===== src/rtl/button_event_decoder.sv =====
// button_event_decoder: classifies debounced press/release pulses into short, double, long,
// auto-repeat and long-release one-cycle events using a single shared cycle counter.
module button_event_decoder #(
    parameter int              CNT_W         = 24,
    parameter logic [CNT_W-1:0] LONG_CYCLES   = 24'd6000000,
    parameter logic [CNT_W-1:0] GAP_CYCLES    = 24'd3000000,
    parameter logic [CNT_W-1:0] REPEAT_CYCLES = 24'd1200000
) (
    input  logic clk,
    input  logic rst,
    input  logic button_db,
    input  logic button_rising,
    input  logic button_falling,
    output logic short_press,
    output logic double_press,
    output logic long_press,
    output logic repeat_pulse,
    output logic long_release,
    output logic held,
    output logic busy
);
    typedef enum logic [2:0] {IDLE, PRESS1, GAP, PRESS2, LONG_HELD} state_t;

    localparam logic [CNT_W-1:0] LONG_T = LONG_CYCLES - 1'b1;
    localparam logic [CNT_W-1:0] GAP_T  = GAP_CYCLES - 1'b1;
    localparam logic [CNT_W-1:0] REP_T  = REPEAT_CYCLES - 1'b1;

    state_t           state, state_n;
    logic [CNT_W-1:0] cnt, cnt_n;
    logic [4:0]       ev_n;
    logic             rise, fall;

    // a simultaneous rising pulse is dropped in favour of the release
    assign rise = button_rising & ~button_falling;
    assign fall = button_falling;

    always_ff @(posedge clk or posedge rst) begin
        if (rst) begin
            state <= IDLE;
            cnt   <= '0;
            {long_release, repeat_pulse, long_press, double_press, short_press} <= '0;
            held  <= 1'b0;
            busy  <= 1'b0;
        end else begin
            state <= state_n;
            cnt   <= cnt_n;
            {long_release, repeat_pulse, long_press, double_press, short_press} <= ev_n;
            held  <= button_db;
            busy  <= state_n != IDLE;
        end
    end

    always_comb begin
        state_n = state;
        cnt_n   = cnt;
        case (state)
            IDLE: begin
                state_n = rise ? PRESS1 : IDLE;
                cnt_n   = '0;
            end
            PRESS1: begin
                state_n = fall ? GAP : (cnt == LONG_T) ? LONG_HELD : PRESS1;
                cnt_n   = (fall || cnt == LONG_T) ? '0 : cnt + 1'b1;
            end
            GAP: begin
                state_n = rise ? PRESS2 : (cnt == GAP_T) ? IDLE : GAP;
                cnt_n   = (rise || cnt == GAP_T) ? '0 : cnt + 1'b1;
            end
            PRESS2: begin
                state_n = fall ? IDLE : PRESS2;
                cnt_n   = '0;
            end
            LONG_HELD: begin
                state_n = fall ? IDLE : LONG_HELD;
                cnt_n   = (fall || cnt == REP_T) ? '0 : cnt + 1'b1;
            end
            default: begin
                state_n = IDLE;
                cnt_n   = '0;
            end
        endcase
    end

    always_comb begin
        ev_n    = '0;
        ev_n[0] = state == GAP && !rise && cnt == GAP_T;
        ev_n[1] = state == PRESS2 && fall;
        ev_n[2] = state == PRESS1 && !fall && cnt == LONG_T;
        ev_n[3] = state == LONG_HELD && !fall && cnt == REP_T;
        ev_n[4] = state == LONG_HELD && fall;
    end
endmodule

===== config.mk =====
export PLATFORM = sky130hd
export DESIGN_NAME = button_event_decoder
export DESIGN_NICKNAME = d
export VERILOG_FILES = /design/src/rtl/button_event_decoder.sv
export SDC_FILE = /design/constraint.sdc
export NUM_CORES = 1
export LEC_CHECK = 0
export BUFFER_PORTS_ARGS = -buffer_cell sky130_fd_sc_hd__buf_2
export CORE_UTILIZATION = 40
export DETAILED_ROUTE_END_ITERATION = 16
export MAX_ROUTING_LAYER = met4
export PLACE_DENSITY = 0.68
export SYNTH_ARGS = -nofsm -noshare
export SYNTH_HDL_FRONTEND = slang
export SYNTH_SLANG_ARGS = --single-unit

===== constraint.sdc =====
create_clock -name clk -period 3.41 [get_ports clk]
set_input_delay 0.1705 -clock clk [delete_from_list [all_inputs] [get_ports clk]]
set_output_delay 0.1705 -clock clk [all_outputs]
set_load 0.01 [all_outputs]

Yosys cells after proc, flatten, opt, wreduce, memory -nomap -nowiden

Index checks and enable logic that the tools add are counted.

Bits in registers: 34
Input port bits: 5

$add $sub $neg: 1
Equality and inequality tests: 7
Mux-type cells: 12
Bitwise gates (word level): 2
Reduce and logical (&&, ||, !) cells: 15

Operators by type and width:

| cell                  | count |
|---|---|
| $mux 24               | 3 |
| $pmux 24 s3           | 1 |
| $add 24x1->24 const B | 1 |
| $eq 24x21->1 const B  | 1 |
| $eq 24x22->1 const B  | 1 |
| $eq 24x23->1 const B  | 1 |
| $pmux 3 s5            | 1 |
| $mux 3                | 3 |
| $logic_and 1x1->1     | 8 |
| $eq 3x2->1 const B    | 2 |
| $mux 2                | 3 |
| $eq 3x1->1 const B    | 1 |
| $eq 3x3->1 const B    | 1 |
| $logic_not 3->1       | 1 |
| $logic_or 1x1->1      | 3 |
| $reduce_bool 3->1     | 1 |
| $logic_not 1->1       | 2 |
| $and 1x1->1           | 1 |
| $mux 1                | 1 |
| $not 1->1             | 1 |

Longest topological paths before layout

Gate-level depths: netlist (run 1).

Depth in word-level cells: 5
Gate-level depth with buffers: 7

Worst setup path after synthesis (run 1)

OpenSTA, ideal clock, no wires.

Kind: reg2reg
Start point: reg cnt[0]
End point: reg cnt[12]
Setup time: 0.123 ns
Arrival time: 1.842 ns
Slack: 1.445 ns
Cell stages (with the launch flop): 8
Path buffers: 1
Period minus slack after synthesis: 1.965 ns
Cells stage by stage: dfrtp_1 -> ha_1 -> and4_4 -> nand4_2 -> or4_4 -> nand3_4 -> buf_12 -> a21oi_2

Word-level cells in the longest chain between the ends: 4

Ends and longest elaborated chain:

| item                                                  | line | text |
|---|---|---|
| start: declaration                                    | 29   | `logic [CNT_W-1:0] cnt, cnt_n;` |
| start signal: assignment                              | 46   | `cnt <= cnt_n;` |
| branches (longest 3 deep; another with $add 24x1->24) | -    |  |
| $pmux 24 s3 (*)                                       | 56   | `case (state)` |
| named net cnt_n[12]                                   | 29   |  |

Mark *: on every way through the listed nets, which the timed path passes.

Final worst setup path (run 1)

Start point: reg cnt[0]
End point: reg cnt[10]

The elaborated chain is that of the path after synthesis.

==> impl_results.md, run 1 <==
- Worst Setup Path Type: reg2reg
- First-pass GRT wire length: roughly 6.3 mm
- Power Dens Cells: 385 nW/µm²
- EDFF count, synth: 0
- Reg area: ~850 µm²
- Clock skew: 0.00556 ns
- Seq/Total Area, Yosys: approximately 47%
- Hold Path Class: in2reg
- CTS tree: yes
- Yosys warnings: 0
- Die X: approximately 70 µm
- Initial antenna violation count: 0
- Die height: about 70 µm
- Startpoint Class: flip-flop
- Global route overflow: 0
- CTS root buf: clkbuf_8
- CP required: between 3 and 4 ns
- Post CTS Setup Buffer Count: 0
- Placer Congestion: 0.839
- Largest net degree at the start of global routing: 35
- Cts hold-fix bufs: 2
- IO Count: 12
- Period utilization: 66.1%
- Vias per inst: approximately 5.4
- Worst Setup Slack, final: 1.16 ns
- Max Slew Vio Count: 0
- Area of the mapped netlist: 1830 µm²
- RSZ-0062 raised after global routing: false
- Post-synthesis cell type count: 35
- Commonest non-fill, non-tap cells in the layout: dfrtp_1, a21oi_2
- Number of global-route vias before repair: approximately 1300
- DR pass1 iterations: 4
- Hold EP: state[0]$_DFF_PP0_
- Final wirelength: 3.35 mm
- Full die area: roughly 4800 µm²
- Commonest non-fill, non-tap cell in the layout: dfrtp_1
- Fin nets: 197
- Seq cells post-synth: 34
- Wire per inst: between 10 and 15 µm
- Hold path startpoint: button_falling
- R2r setup slk: 1.16 ns
- DRT iter0 DRCs: 51
- Worst EP arrival: 2.41 ns
- Slew HR: 37.0%
- CTS buffer count: 5
- VDD IR max: 0.205 mV
- Reg2reg end: cnt[10]$_DFF_PP0_
- Outcome: finished, final reports clean
- Commonest register cell after synthesis: dfrtp_1
- Pwr Total: 774 µW
- Final min period: 2.25 ns
- Asr flop ratio synth: 100%
- Post-Place Cell Area: 1920 µm²
- R2R cell count: 6
- HPWL Detailed: about 2.3 mm
- Pre-CTS setup slack: 1.17 ns
- Initial Util: 41.7%
- Worst setup EP type: flip-flop
- Final Hold Fails: 0
- Area Overhead vs Synth: 10.1%
- Setup TNS: 0 ns
- Synthesized net count: 179
- Final ANT Viol Nets: 0
- PortBufs: 11
- Area used by multi-input combinational logic: 915 µm²
- Cell Rows: 24
- Non-Filler Instances: between 200 and 250
- Worst-Margin Slew: 0.938 ns
- Worst r2r src: cnt[0]$_DFF_PP0_
- CTS Buffer Depth: 2
- P_leak: 0.743 nW
- Setup violators final: 0
- Core region area: 4380 µm²
- # fillers: 425
- Diode count: 0
- Clock-pin slew on the worst setup and hold paths: 0.06 ns
- Post-CTS Resized: 0
- CTS Sinks: 34
- Routed vias: 1322
- Share of layout cells above drive strength 1: 23.6%
- Hold path depth: 2
- DRC: 0
- CTS HTree Levels: 2
- Syn_area_per_cell: 10.6 µm²
- CP max FO: 24
- Worst-Skew Late Latency: 0.28 ns
- Max cap viols: 0
- Global-route usage over all layers: between 10% and 20%
- DP Cell Count: 234
- Mapped Cells: 173
- Fmax: 444 MHz
- Design area: 2010 µm²
[layer usage]
metal	global-route usage, %	vias to the layer above	share of wire [%]
met4	9.07	0	2.2
met3	4.65	7	3.4
met5	-	-	0
met1	22.4	637	50
li1	-	659	-
met2	23.9	19	45
[logic make-up (layout without fill, tap and decap cells)]
group                      after synthesis  count (layout)  share of synthesized area, %
DFF                                     34              34                          46.6
AOI/OAI and AO/OA                       30              30                          12.8
and+or+nand+nor                         79              79                          25.7
adders and majority gates                1               1                         0.685
xor gates and xnor gates                22              22                          10.5
buffers and inverters                    7              25                          3.70
[report_power, final]
| group | internal, mW | switching (mW) | total [mW] | leakage (nW) |
|---|---|---|---|---|
| Combinational | 0.0253 | 0.0538 | 0.0791 | 0.239 |
| Clock | 0.140 | 0.130 | 0.270 | 0.0383 |
| Sequential | 0.415 | 0.0106 | 0.425 | 0.466 |
| Total | 0.580 | 0.194 | 0.774 | 0.743 |
[cells in the mapped netlist, drive strengths merged (2+ instances only)]
library cell	number	area [µm²]
dfrtp	34	851
a21oi	24	195
nand3	13	77.6
nand2	12	45.0
nor2	12	45.0
xor2	12	105
nor3	11	66.3
xnor2	10	87.6
nand4	9	62.6
buf	5	60.1
nor4	4	25.0
and4	3	28.8
nor2b	3	18.8
nor4bb	3	30.0
o21ai	3	15.0
inv	2	7.51
nand2b	2	12.5
[flip-flops by register name (all words and copies together) (netlist names)]
register / flops
cnt: 24
state: 3
busy: 1
double_press: 1
held: 1
long_press: 1
long_release: 1
repeat_pulse: 1
short_press: 1
[worst max-delay path, cell delays in order, from the launching register on]
cell,delay (ns)
dfrtp_1,0.40
ha_1,0.23
and4_4,0.27
nand4_2,0.11
or4_4,0.60
nand3_4,0.37
a21oi_1,0.13
[stage by stage]
| step | utilization (%) | hold slack (ns) |
|---|---|---|
| after detailed placement | 43.7 | 0.286 |
| after global placement | 43.7 | 0.288 |
| after CTS | 45.9 | 0.130 |
| final | 45.9 | 0.143 |
| after floorplan | - | 0.202 |
| after global routing | 45.9 | 0.150 |
[cell type report]
cell class	instances	area share (%)
tap	52	3.23
inverter	2	0.373
multi-input combinational	132	45.5
sequential	34	42.3
timing repair buffer	16	4.85
clock buffer	7	3.79
[worst max-delay path by stage]
stage / from / to / cells after the start
2_1_floorplan: cnt[0]$_DFF_PP0_ / cnt[12]$_DFF_PP0_ / 7
3_3_place_gp: cnt[0]$_DFF_PP0_ / cnt[2]$_DFF_PP0_ / 6
3_5_place_dp: cnt[0]$_DFF_PP0_ / cnt[10]$_DFF_PP0_ / 6
4_1_cts: cnt[0]$_DFF_PP0_ / cnt[10]$_DFF_PP0_ / 6
5_1_grt: cnt[0]$_DFF_PP0_ / cnt[1]$_DFF_PP0_ / 6
6_report: cnt[0]$_DFF_PP0_ / cnt[10]$_DFF_PP0_ / 6
Note: power is estimated with default switching activity, not from simulation.
==> run 2, diff against run 1 <==
==> constraint.sdc (replaced) <==
create_clock -name clk -period 2.19 [get_ports clk]
set_input_delay 0.1095 -clock clk [delete_from_list [all_inputs] [get_ports clk]]
set_output_delay 0.1095 -clock clk [all_outputs]
set_load 0.01 [all_outputs]
==> impl_results.md, run 2 (synthesized netlist as in run 1, its figures left out) <==
- Pwr Total: 1.27 mW
- VDD IR max: approximately 0.21 mV
- RSZ-0062 raised after global routing: false
- CTS Sinks: 34
- Hold WS: 0.0916 ns
- Slew HR: 65.7%
- DR WL met3: 147 µm
- Share of layout cells above drive strength 1: 27.3%
- Worst Setup Path Type: reg2reg
- Core region area: around 4400 µm²
- Startpoint Class: flip-flop
- Top reg by flops: cnt
- Initial antenna violation count: 0
- HPWL Detailed: 2.41 mm
- Commonest non-fill, non-tap cell in the layout: dfrtp_1
- Commonest non-fill, non-tap cells in the layout: dfrtp_1, a21oi_2
- Post-Place Cell Area: 1960 µm²
- # fillers: between 400 and 500
- Fin nets: 203
- Final Hold Fails: 0
- Worst setup EP type: flip-flop
- IO Count: 12
- First-pass GRT wire length: roughly 6.4 mm
- Setup TNS: 0 ns
- Routed vias: about 1400
- Die height: 69.6 µm
- Highest Signal Layer: met4
- Number of global-route vias before repair: approximately 1300
- CTS buffer count: 5
- CTS tree: yes
- Biggest regs: cnt x24, state x3
- Metal-1 WL: 1.67 mm
- Final min period: approximately 2.0 ns
- Max Slew Vio Count: 0
- Cell Rows: 24
- Hold Path Class: in2reg
- CP required: around 2.4 ns
- Clock skew: between 0.004 and 0.005 ns
- Die X: 69.6 µm
- Placer Congestion: 0.885
- Worst EP arrival: 2.17 ns
- P_leak: 0.796 nW
- Global route overflow: 0
- Worst-Skew Late Latency: 0.28 ns
- Max reg flops: 24
- Full die area: approximately 4800 µm²
- Fmax: 499 MHz
- Routed length on met2: 1.72 mm
- Period utilization: 91.5%
- Largest net degree at the start of global routing: 35
- R2r setup slk: around 0.19 ns
- PortBufs: 11
- DRT iter0 DRCs: 79
- DR pass1 iterations: 4
- Diode count: 0
- Max cap viols: 0
- Final wirelength: 3.58 mm
- DRC: 0
- CTS root buf: clkbuf_8
- Wire per inst: 14.3 µm
- Pre-CTS setup slack: 0.0419 ns
- Final ANT Viol Nets: 0
- Final core occ: 48.0%
- Initial Util: 41.7%
- CP max FO: 12
- Setup violators final: 0
- Design area: between 2000 and 2500 µm²
- Worst Setup Slack, final: 0.186 ns
- Worst-Margin Slew: 0.511 ns
- Global-route usage over all layers: about 18%
- DP Cell Count: roughly 240
- Vias per inst: 5.52
- Non-Filler Instances: 250
- Power Dens Cells: around 600 nW/µm²
- Outcome: finished, final reports clean
- CTS Buffer Depth: 2
- CTS HTree Levels: 2
- Clock-pin slew on the worst setup and hold paths: 0.06 ns
- Area Overhead vs Synth: 15.2%
run 2: area by class of cell:
class                           count  area [µm²]  share of cell area (%)
Clock inverter                      1        5.00                   0.238
Timing Repair Buffer               22         173                    8.20
Multi-Input combinational cell    132         917                    43.6
Tap cell                           52        65.1                    3.09
Sequential cell                    34         851                    40.4
Inverter                            2        7.51                   0.357
Clock buffer                        7        86.3                    4.10
run 2: worst max-delay path, stage by stage, from the launching register on:
cell and delay, ns:
dfrtp_1 0.41, ha_2 0.22, and4_4 0.26, nand4_2 0.12
or4_4 0.48, nand3_4 0.14, clkbuf_16 0.19, a21oi_2 0.06
run 2: power breakdown:
part | internal (mW) | switching [mW] | total (mW)
Sequential | 0.645 | 0.0169 | 0.662
Combinational | 0.0542 | 0.0894 | 0.144
Clock | 0.253 | 0.212 | 0.465
Total | 0.953 | 0.318 | 1.27
run 2: final timing paths:
kind / startpoint / endpoint / depth (start not counted)
max in group asynchronous: rst / cnt[20]$_DFF_PP0_ / 4
worst max register to register: cnt[0]$_DFF_PP0_ / cnt[8]$_DFF_PP0_ / 7
worst min-delay path: button_falling / state[0]$_DFF_PP0_ / 2
worst max-delay path: cnt[0]$_DFF_PP0_ / cnt[8]$_DFF_PP0_ / 7
min in group asynchronous: rst / cnt[10]$_DFF_PP0_ / 4
worst min register to register: cnt[0]$_DFF_PP0_ / cnt[0]$_DFF_PP0_ / 1
run 2: timing repair:
item	4_1_cts	5_1_grt
gates resized for setup	0	1
endpoints found under the setup margin	0	24
endpoints found under the hold margin	35	0
buffers inserted	0	1
hold buffers	2	0
run 2: per-layer routing:
layer / up-vias / global-route usage [%]
met3: 6 / 4.94
met2: 27 / 26.4
li1: 669 / -
met5: - / -
met1: 677 / 22.7
met4: 0 / 6.80
